[src/rtl/sb_tx_arbiter.sv]
// Sideband TX arbiter: grants one requester at a time, sends its header flit plus an
// optional data flit, then holds an idle gap. Define SB_ARB_PRIO0_EN for requester-0 strict priority.
module sb_tx_arbiter #(
   parameter int NUM_REQ    = 4,
   parameter int GAP_CYCLES = 4
) (
   input  logic                  clk_100MHz,
   input  logic                  reset_n,
   input  logic                  enable_i,
   input  logic [NUM_REQ-1:0]    req_i,
   input  logic [64*NUM_REQ-1:0] hdr_i,
   input  logic [2*NUM_REQ-1:0]  dlen_i,
   input  logic [64*NUM_REQ-1:0] data_i,
   output logic [63:0]           tx_data_o,
   output logic                  tx_valid_o,
   input  logic                  tx_ready_i,
   output logic [NUM_REQ-1:0]    grant_o,
   output logic [NUM_REQ-1:0]    ack_o,
   output logic                  busy_o
);

   // state | meaning
   // IDLE  | no owner; arbitrate when enable_i and any request
   // HDR   | presenting the latched header flit
   // DATA  | presenting the latched data flit (32b zero-extended or 64b)
   // GAP   | idle gap so the far-end deserializer can realign

   localparam int PW = (NUM_REQ > 1) ? $clog2(NUM_REQ) : 1;
   localparam int CW = (GAP_CYCLES > 1) ? $clog2(GAP_CYCLES) : 1;

   typedef enum logic [1:0] {
      ST_IDLE = 2'd0,
      ST_HDR  = 2'd1,
      ST_DATA = 2'd2,
      ST_GAP  = 2'd3
   } state_t;

   state_t             r_state;
   logic [PW-1:0]      r_rr_ptr;
   logic [CW-1:0]      r_gap_cnt;
   logic [63:0]        r_data;
   logic [1:0]         r_dlen;
   logic [63:0]        r_tx_data;
   logic               r_tx_valid;
   logic [NUM_REQ-1:0] r_grant;
   logic [NUM_REQ-1:0] r_ack;

   logic               w_found;
   logic               w_found_hi;
   logic [PW-1:0]      w_win_hi;
   logic [PW-1:0]      w_win_lo;
   logic [PW-1:0]      w_win;
   logic               w_ptr_upd;
   logic [PW-1:0]      w_ptr_next;
   logic [NUM_REQ-1:0] w_win_oh;
   logic [63:0]        w_hdr_sel;
   logic [63:0]        w_data_sel;
   logic [1:0]         w_dlen_sel;

   // Round robin: lowest requester at or above the pointer, else lowest overall (wrap).
   always_comb begin
      w_found    = |req_i;
      w_found_hi = 1'b0;
      w_win_hi   = '0;
      w_win_lo   = '0;
      for (int i = NUM_REQ - 1; i >= 0; i--) begin
         if (req_i[i]) begin
            w_win_lo = PW'(i);
            if (PW'(i) >= r_rr_ptr) begin
               w_win_hi   = PW'(i);
               w_found_hi = 1'b1;
            end
         end
      end
      w_win     = w_found_hi ? w_win_hi : w_win_lo;
      w_ptr_upd = 1'b1;
`ifdef SB_ARB_PRIO0_EN
      if (req_i[0]) begin
         w_win     = '0;
         w_ptr_upd = 1'b0;
      end
`endif
      w_ptr_next = (w_win == PW'(NUM_REQ - 1)) ? '0 : w_win + PW'(1);
   end

   always_comb begin
      w_win_oh   = '0;
      w_hdr_sel  = '0;
      w_data_sel = '0;
      w_dlen_sel = '0;
      for (int i = 0; i < NUM_REQ; i++) begin
         if (PW'(i) == w_win) begin
            w_win_oh[i] = 1'b1;
            w_hdr_sel   = hdr_i[64*i +: 64];
            w_data_sel  = data_i[64*i +: 64];
            w_dlen_sel  = dlen_i[2*i +: 2];
         end
      end
   end

   always_ff @(posedge clk_100MHz) begin
      if (!reset_n) begin
         r_state    <= ST_IDLE;
         r_rr_ptr   <= '0;
         r_gap_cnt  <= '0;
         r_data     <= '0;
         r_dlen     <= '0;
         r_tx_data  <= '0;
         r_tx_valid <= 1'b0;
         r_grant    <= '0;
         r_ack      <= '0;
      end else begin
         r_ack <= '0;
         case (r_state)
            ST_IDLE: begin
               if (enable_i && w_found) begin
                  r_state    <= ST_HDR;
                  r_data     <= w_data_sel;
                  r_dlen     <= w_dlen_sel;
                  r_tx_data  <= w_hdr_sel;
                  r_tx_valid <= 1'b1;
                  r_grant    <= w_win_oh;
                  if (w_ptr_upd) begin
                     r_rr_ptr <= w_ptr_next;
                  end
               end
            end
            ST_HDR: begin
               if (tx_ready_i) begin
                  if (r_dlen == 2'b00) begin
                     r_state    <= ST_GAP;
                     r_gap_cnt  <= '0;
                     r_tx_valid <= 1'b0;
                     r_tx_data  <= '0;
                     r_ack      <= r_grant;
                  end else begin
                     r_state   <= ST_DATA;
                     r_tx_data <= (r_dlen == 2'b01) ? {32'd0, r_data[31:0]} : r_data;
                  end
               end
            end
            ST_DATA: begin
               if (tx_ready_i) begin
                  r_state    <= ST_GAP;
                  r_gap_cnt  <= '0;
                  r_tx_valid <= 1'b0;
                  r_tx_data  <= '0;
                  r_ack      <= r_grant;
               end
            end
            ST_GAP: begin
               // grant stays visible only during the first gap cycle
               r_grant <= '0;
               if (r_gap_cnt == CW'(GAP_CYCLES - 1)) begin
                  r_state <= ST_IDLE;
               end else begin
                  r_gap_cnt <= r_gap_cnt + CW'(1);
               end
            end
            default: r_state <= ST_IDLE;
         endcase
      end
   end

   assign tx_data_o  = r_tx_data;
   assign tx_valid_o = r_tx_valid;
   assign grant_o    = r_grant;
   assign ack_o      = r_ack;
   assign busy_o     = (r_state != ST_IDLE);

endmodule

[config.mk]
export PLATFORM = sky130hd
export DESIGN_NAME = sb_tx_arbiter
export DESIGN_NICKNAME = d
export VERILOG_FILES = /design/src/rtl/sb_tx_arbiter.sv
export SDC_FILE = /design/constraint.sdc
export NUM_CORES = 1
export LEC_CHECK = 0
export BUFFER_PORTS_ARGS = -buffer_cell sky130_fd_sc_hd__buf_2
export CORE_AREA = 2 2 233 235
export DETAILED_ROUTE_END_ITERATION = 16
export DIE_AREA = 0 0 235 237
export SYNTH_ARGS = -nofsm -noshare
export SYNTH_HDL_FRONTEND = slang
export SYNTH_SLANG_ARGS = --single-unit
[constraint.sdc]
create_clock -name clk_100MHz -period 3.2 [get_ports clk_100MHz]
set_input_delay 0.32 -clock clk_100MHz [delete_from_list [all_inputs] [get_ports clk_100MHz]]
set_output_delay 0.32 -clock clk_100MHz [all_outputs]
set_load 0.005 [all_outputs]
==> impl_summary.log <==
INFO  metric status = finished, final reports clean
INFO  metric met3_usage = between 5 and 6%
INFO  metric setup_tns = 0 ps
INFO  metric totalPowerFinal = between 10,000 and 15,000 uW
INFO  metric synth-edff-count = 0
INFO  metric place_worst_setup_slack = 443 ps
INFO  metric drc = 0
INFO  metric mappedNetlistArea = between 9000 and 10,000 um2
INFO  metric holdCritPathClass = primary input to flip-flop
INFO  metric syn_to_final_growth = 47.6%
INFO  metric tritoncts = yes
INFO  metric max_slew_margin = 50.4%
INFO  metric postSynthCellCount = between 1,000 and 1,500
INFO  metric clockRootBuffer = sky130_fd_sc_hd__clkbuf_16
INFO  metric synth_compound_area_share = about half
INFO  metric met1_usage = around a fifth
INFO  metric post-route-period-util = a little over four fifths
INFO  metric setup.worst_path.class = flip-flop to flip-flop
INFO  metric detailed_place.area = 13,000 um2
INFO  metric cts_inserted_buffers = 17
INFO  metric gr-max-usage-layer = met2
INFO  metric synth-adder-area-share = about 1.2%
INFO  metric leakage = 0.00630 uW
INFO  metric worst_r2r_startpoint = r_rr_ptr[0]
INFO  metric critical_path.startpoint_type = flip-flop
INFO  metric synth_top_family_by_area = compound AO/OA/AOI/OAI gates
INFO  metric synth_flop_cell = sky130_fd_sc_hd__dfxtp_1
INFO  metric grt.overflow.total = 0
INFO  metric globalRouteTotalUtil = 16.4%
INFO  metric min_path_cells = 3
INFO  metric end_kind = flip-flop
INFO  metric worst_ir_drop_vdd = 0.415 mV
INFO  metric timing.final.ws_setup = approximately 530 ps
INFO  metric insertion_delay_to_the_later_sink_of_the_worst_skew_pair = 490 ps
INFO  metric slew_violations = 0
INFO  metric core = 53,300 um2
INFO  metric required = 3560 ps
INFO  metric count_of_tritonroute_iterations_in_the_first_routing_pass = 5
INFO  metric grt_antenna_before_repair = 3
INFO  metric vias = 12,000
INFO  metric gr-usage-met2 = 25.4%
INFO  metric cts_max_level = 4
INFO  metric timing.max_cap.violations = 0
INFO  metric cts_max_path_buffers = 2
INFO  metric cpMaxStageDelayCell = sky130_fd_sc_hd__a222oi_1
INFO  metric avgSynthCellArea = 7.41 um2
INFO  metric grt_pass1_wl = 69.3 mm
INFO  metric synth.lib_cells_used.distinct = 43
INFO  metric postSynth.asyncResetShare = 0%
INFO  metric synth-xor-area-share = 0%
INFO  metric synth_sequential_area_ratio = 31.5%
INFO  metric hold_end = tx_data_o[2]
INFO  metric synth.top_cell.area_share = 31.5%
INFO  metric post-dp-hpwl = 36.9 mm
INFO  metric power_density_over_the_cells = 827 nW/um2
INFO  metric worst-r2r-cell-count = 10
INFO  metric yosys_warnings = 0
INFO  metric setup_repair_after_global_routing_missed_its_margin = no
INFO  metric hold_path_startpoint = hdr_i[194]
INFO  metric cts_num_sinks = 145
INFO  metric die_width = between 200 and 250 um
INFO  metric layout.filler_cells = between 5,000 and 6,000
INFO  metric layout.cell_area.non_filler = 13,600 um2
INFO  metric maximum_number_of_pins_on_one_net_before_global_route_repair = 132
INFO  metric largest_cells_by_area_after_synthesis = sky130_fd_sc_hd__dfxtp_1, sky130_fd_sc_hd__a21oi_1, sky130_fd_sc_hd__a221o_1, sky130_fd_sc_hd__o21ai_0, sky130_fd_sc_hd__a22oi_1
INFO  metric post_cts_resize_count = 0
INFO  metric yosys-top-cells-count = sky130_fd_sc_hd__a21oi_1, sky130_fd_sc_hd__dfxtp_1, sky130_fd_sc_hd__o21ai_0
INFO  metric drive_gt1_share = 39.0%
INFO  metric critical_path.cell_chain = nand2b_1, a21oi_1, a211oi_1, inv_1, ha_4, buf_12, a21oi_1, o21ai_0, a222oi_1, a21oi_1
INFO  metric setup_viol = 0
INFO  metric critical-path-top-cell-by-count = sky130_fd_sc_hd__a21oi_1
INFO  metric worstPathArrival = 3020 ps
INFO  metric finalClockSkew = between 15 and 20 ps
INFO  metric synth_most_common_cell = sky130_fd_sc_hd__a21oi_1
INFO  metric synth_mux_area_share = 0.109%
INFO  metric regToRegSetupSlack = ~530 ps
INFO  metric reg2reg_to = tx_data_o[27]
INFO  metric synth.largest_area_cell = sky130_fd_sc_hd__dfxtp_1
INFO  metric first_iter_violations = 1,110
INFO  metric final_hold_viol_count = 0
INFO  metric ioPinCount = 602
INFO  metric die_area = 55,700 um2
INFO  metric wirelength = 47.4 mm
INFO  metric viasPerCell = approximately 4.8
INFO  metric finalWorstPathRequiredPeriod = 2670 ps
INFO  metric routabilityCongestion = 0.912
INFO  metric floorplan.initialDensity = approximately 17%
INFO  metric antenna_left = 0
INFO  metric ys_seq_elements = 145
INFO  metric fin_nets = 2,301
INFO  metric placementRows = 85
INFO  metric maximum_clock_frequency = 0.375 GHz
INFO  metric actual_transition_at_the_worst_max_transition_pin = 743 ps
INFO  metric routed_wire_length_per_instance = 19.1 um
INFO  metric crit_path_max_incr_delay = about 380 ps
INFO  metric die_height = 237 um
INFO  metric cts_hold_buf = 0
INFO  metric worst-path-max-fanout = 69
INFO  metric cts.reportedPaths.clkPinSlew = about 70 ps
INFO  metric port_buffer_count = 601
INFO  metric syn_nets = 1,781
INFO  metric number_of_global_route_vias_before_repair = about 11,000
INFO  metric synth_simple_gate_area_share = between 7 and 8%
INFO  metric cts_setup_buffers = 0
metrics by stage:
step | std cells | hold WS [ps] | utilization (%)
floorplan | 1244 | 436 | -
CTS | 2472 | 103 | 25.5
global placement | 2441 | 452 | 24.4
detailed placement | 2441 | 454 | 24.4
finish | 2477 | 149 | 25.5
global route | 2475 | 125 | 25.5
cells by family after synthesis:
family,after synthesis
AOI/OAI and AO/OA,706
buffers and inverters,251
DFF,145
and+or+nand+nor,132
adders and majority gates,9
muxes,1
worst max-delay path: cells and delay by family, from the launching register on:
| family | cells | cell delay, ps |
|---|---|---|
| compound gates | 6 | 1240 |
| fa+ha+maj | 1 | 310 |
| buf+inv | 2 | 400 |
| flops | 1 | 370 |
| simple gates | 1 | 140 |
final cells by class:
| cell class | instances | area, um2 | area share [%] |
|---|---|---|---|
| diodes | 5 | 12.5 | 0.0920 |
| repair buffers | 644 | 3500 | 25.7 |
| clock buffers | 21 | 470 | 3.46 |
| inverters | 108 | 405 | 2.98 |
| well taps | 696 | 871 | 6.40 |
| flip-flops and latches | 145 | 2900 | 21.3 |
| clock inverters | 10 | 110 | 0.809 |
| multi-input cells | 848 | 5340 | 39.2 |
worst max-delay path by stage:
stage                start       endpoint  slack [ps]
2_1_floorplan  r_rr_ptr[0]     r_data[53]         750
3_5_place_dp      req_i[0]  tx_data_o[39]         440
5_1_grt        r_rr_ptr[0]  tx_data_o[39]         190
6_report       r_rr_ptr[0]  tx_data_o[27]         530
3_3_place_gp      req_i[1]  tx_data_o[39]         410
4_1_cts        r_rr_ptr[0]  tx_data_o[39]         530
state kept, by name, indices dropped and copies added (netlist names):
signal / cells
r_state: 2
r_data: 64
tx_data_o: 64
ack_o: 4
grant_o: 4
tx_valid_o: 1
r_rr_ptr: 2
r_gap_cnt: 2
r_dlen: 2
routing by layer:
metal / vias up / part of all wire [%] / wire length (um)
met2: 621 / 46 / 22000
li1: 5753 / - / -
met1: 5551 / 42 / 19800
met5: - / 0 / 0
met4: 0 / 2.8 / 1310
met3: 66 / 9.2 / 4360
placed cells by master, fill, tap and decap left out, types with 3 or more instances in the layout:
cell                        synthesis  layout
sky130_fd_sc_hd__a221o_1           66      66
sky130_fd_sc_hd__a31oi_1           32      32
sky130_fd_sc_hd__a222oi_1          32      32
sky130_fd_sc_hd__o22ai_1           33      33
sky130_fd_sc_hd__inv_1            107     107
sky130_fd_sc_hd__a32oi_1            4       4
sky130_fd_sc_hd__buf_12             0      13
sky130_fd_sc_hd__buf_4              3      31
sky130_fd_sc_hd__clkbuf_16          0      17
sky130_fd_sc_hd__o21ai_1           36      36
sky130_fd_sc_hd__or2_2              4       4
sky130_fd_sc_hd__nand3b_1          30      30
sky130_fd_sc_hd__buf_2             36     600
sky130_fd_sc_hd__clkbuf_8           0       3
sky130_fd_sc_hd__nor2_1            10       8
sky130_fd_sc_hd__ha_4               0       4
sky130_fd_sc_hd__nand2_1           71      71
sky130_fd_sc_hd__dfxtp_1          145     145
sky130_fd_sc_hd__o21ai_0          129     129
sky130_fd_sc_hd__a21oi_1          266     266
sky130_fd_sc_hd__a22oi_1           66      66
sky130_fd_sc_hd__or3_1              3       3
sky130_fd_sc_hd__a221oi_1           5       5
sky130_fd_sc_hd__a211o_1           29      29
sky130_fd_sc_hd__clkinv_2           0       5
sky130_fd_sc_hd__and2_1             4       4
sky130_fd_sc_hd__diode_2            0       5
sky130_fd_sc_hd__ha_1               9       4
sky130_fd_sc_hd__nor2_4             0       3
power by group:
| group | switching, uW | internal, uW | leakage [uW] |
|---|---|---|---|
| sequential | 443 | 2530 | 0.00120 |
| clock | 858 | 1200 | 0.000288 |
| combinational | 3650 | 2580 | 0.00481 |
Note: power is estimated with default switching activity, not from simulation.
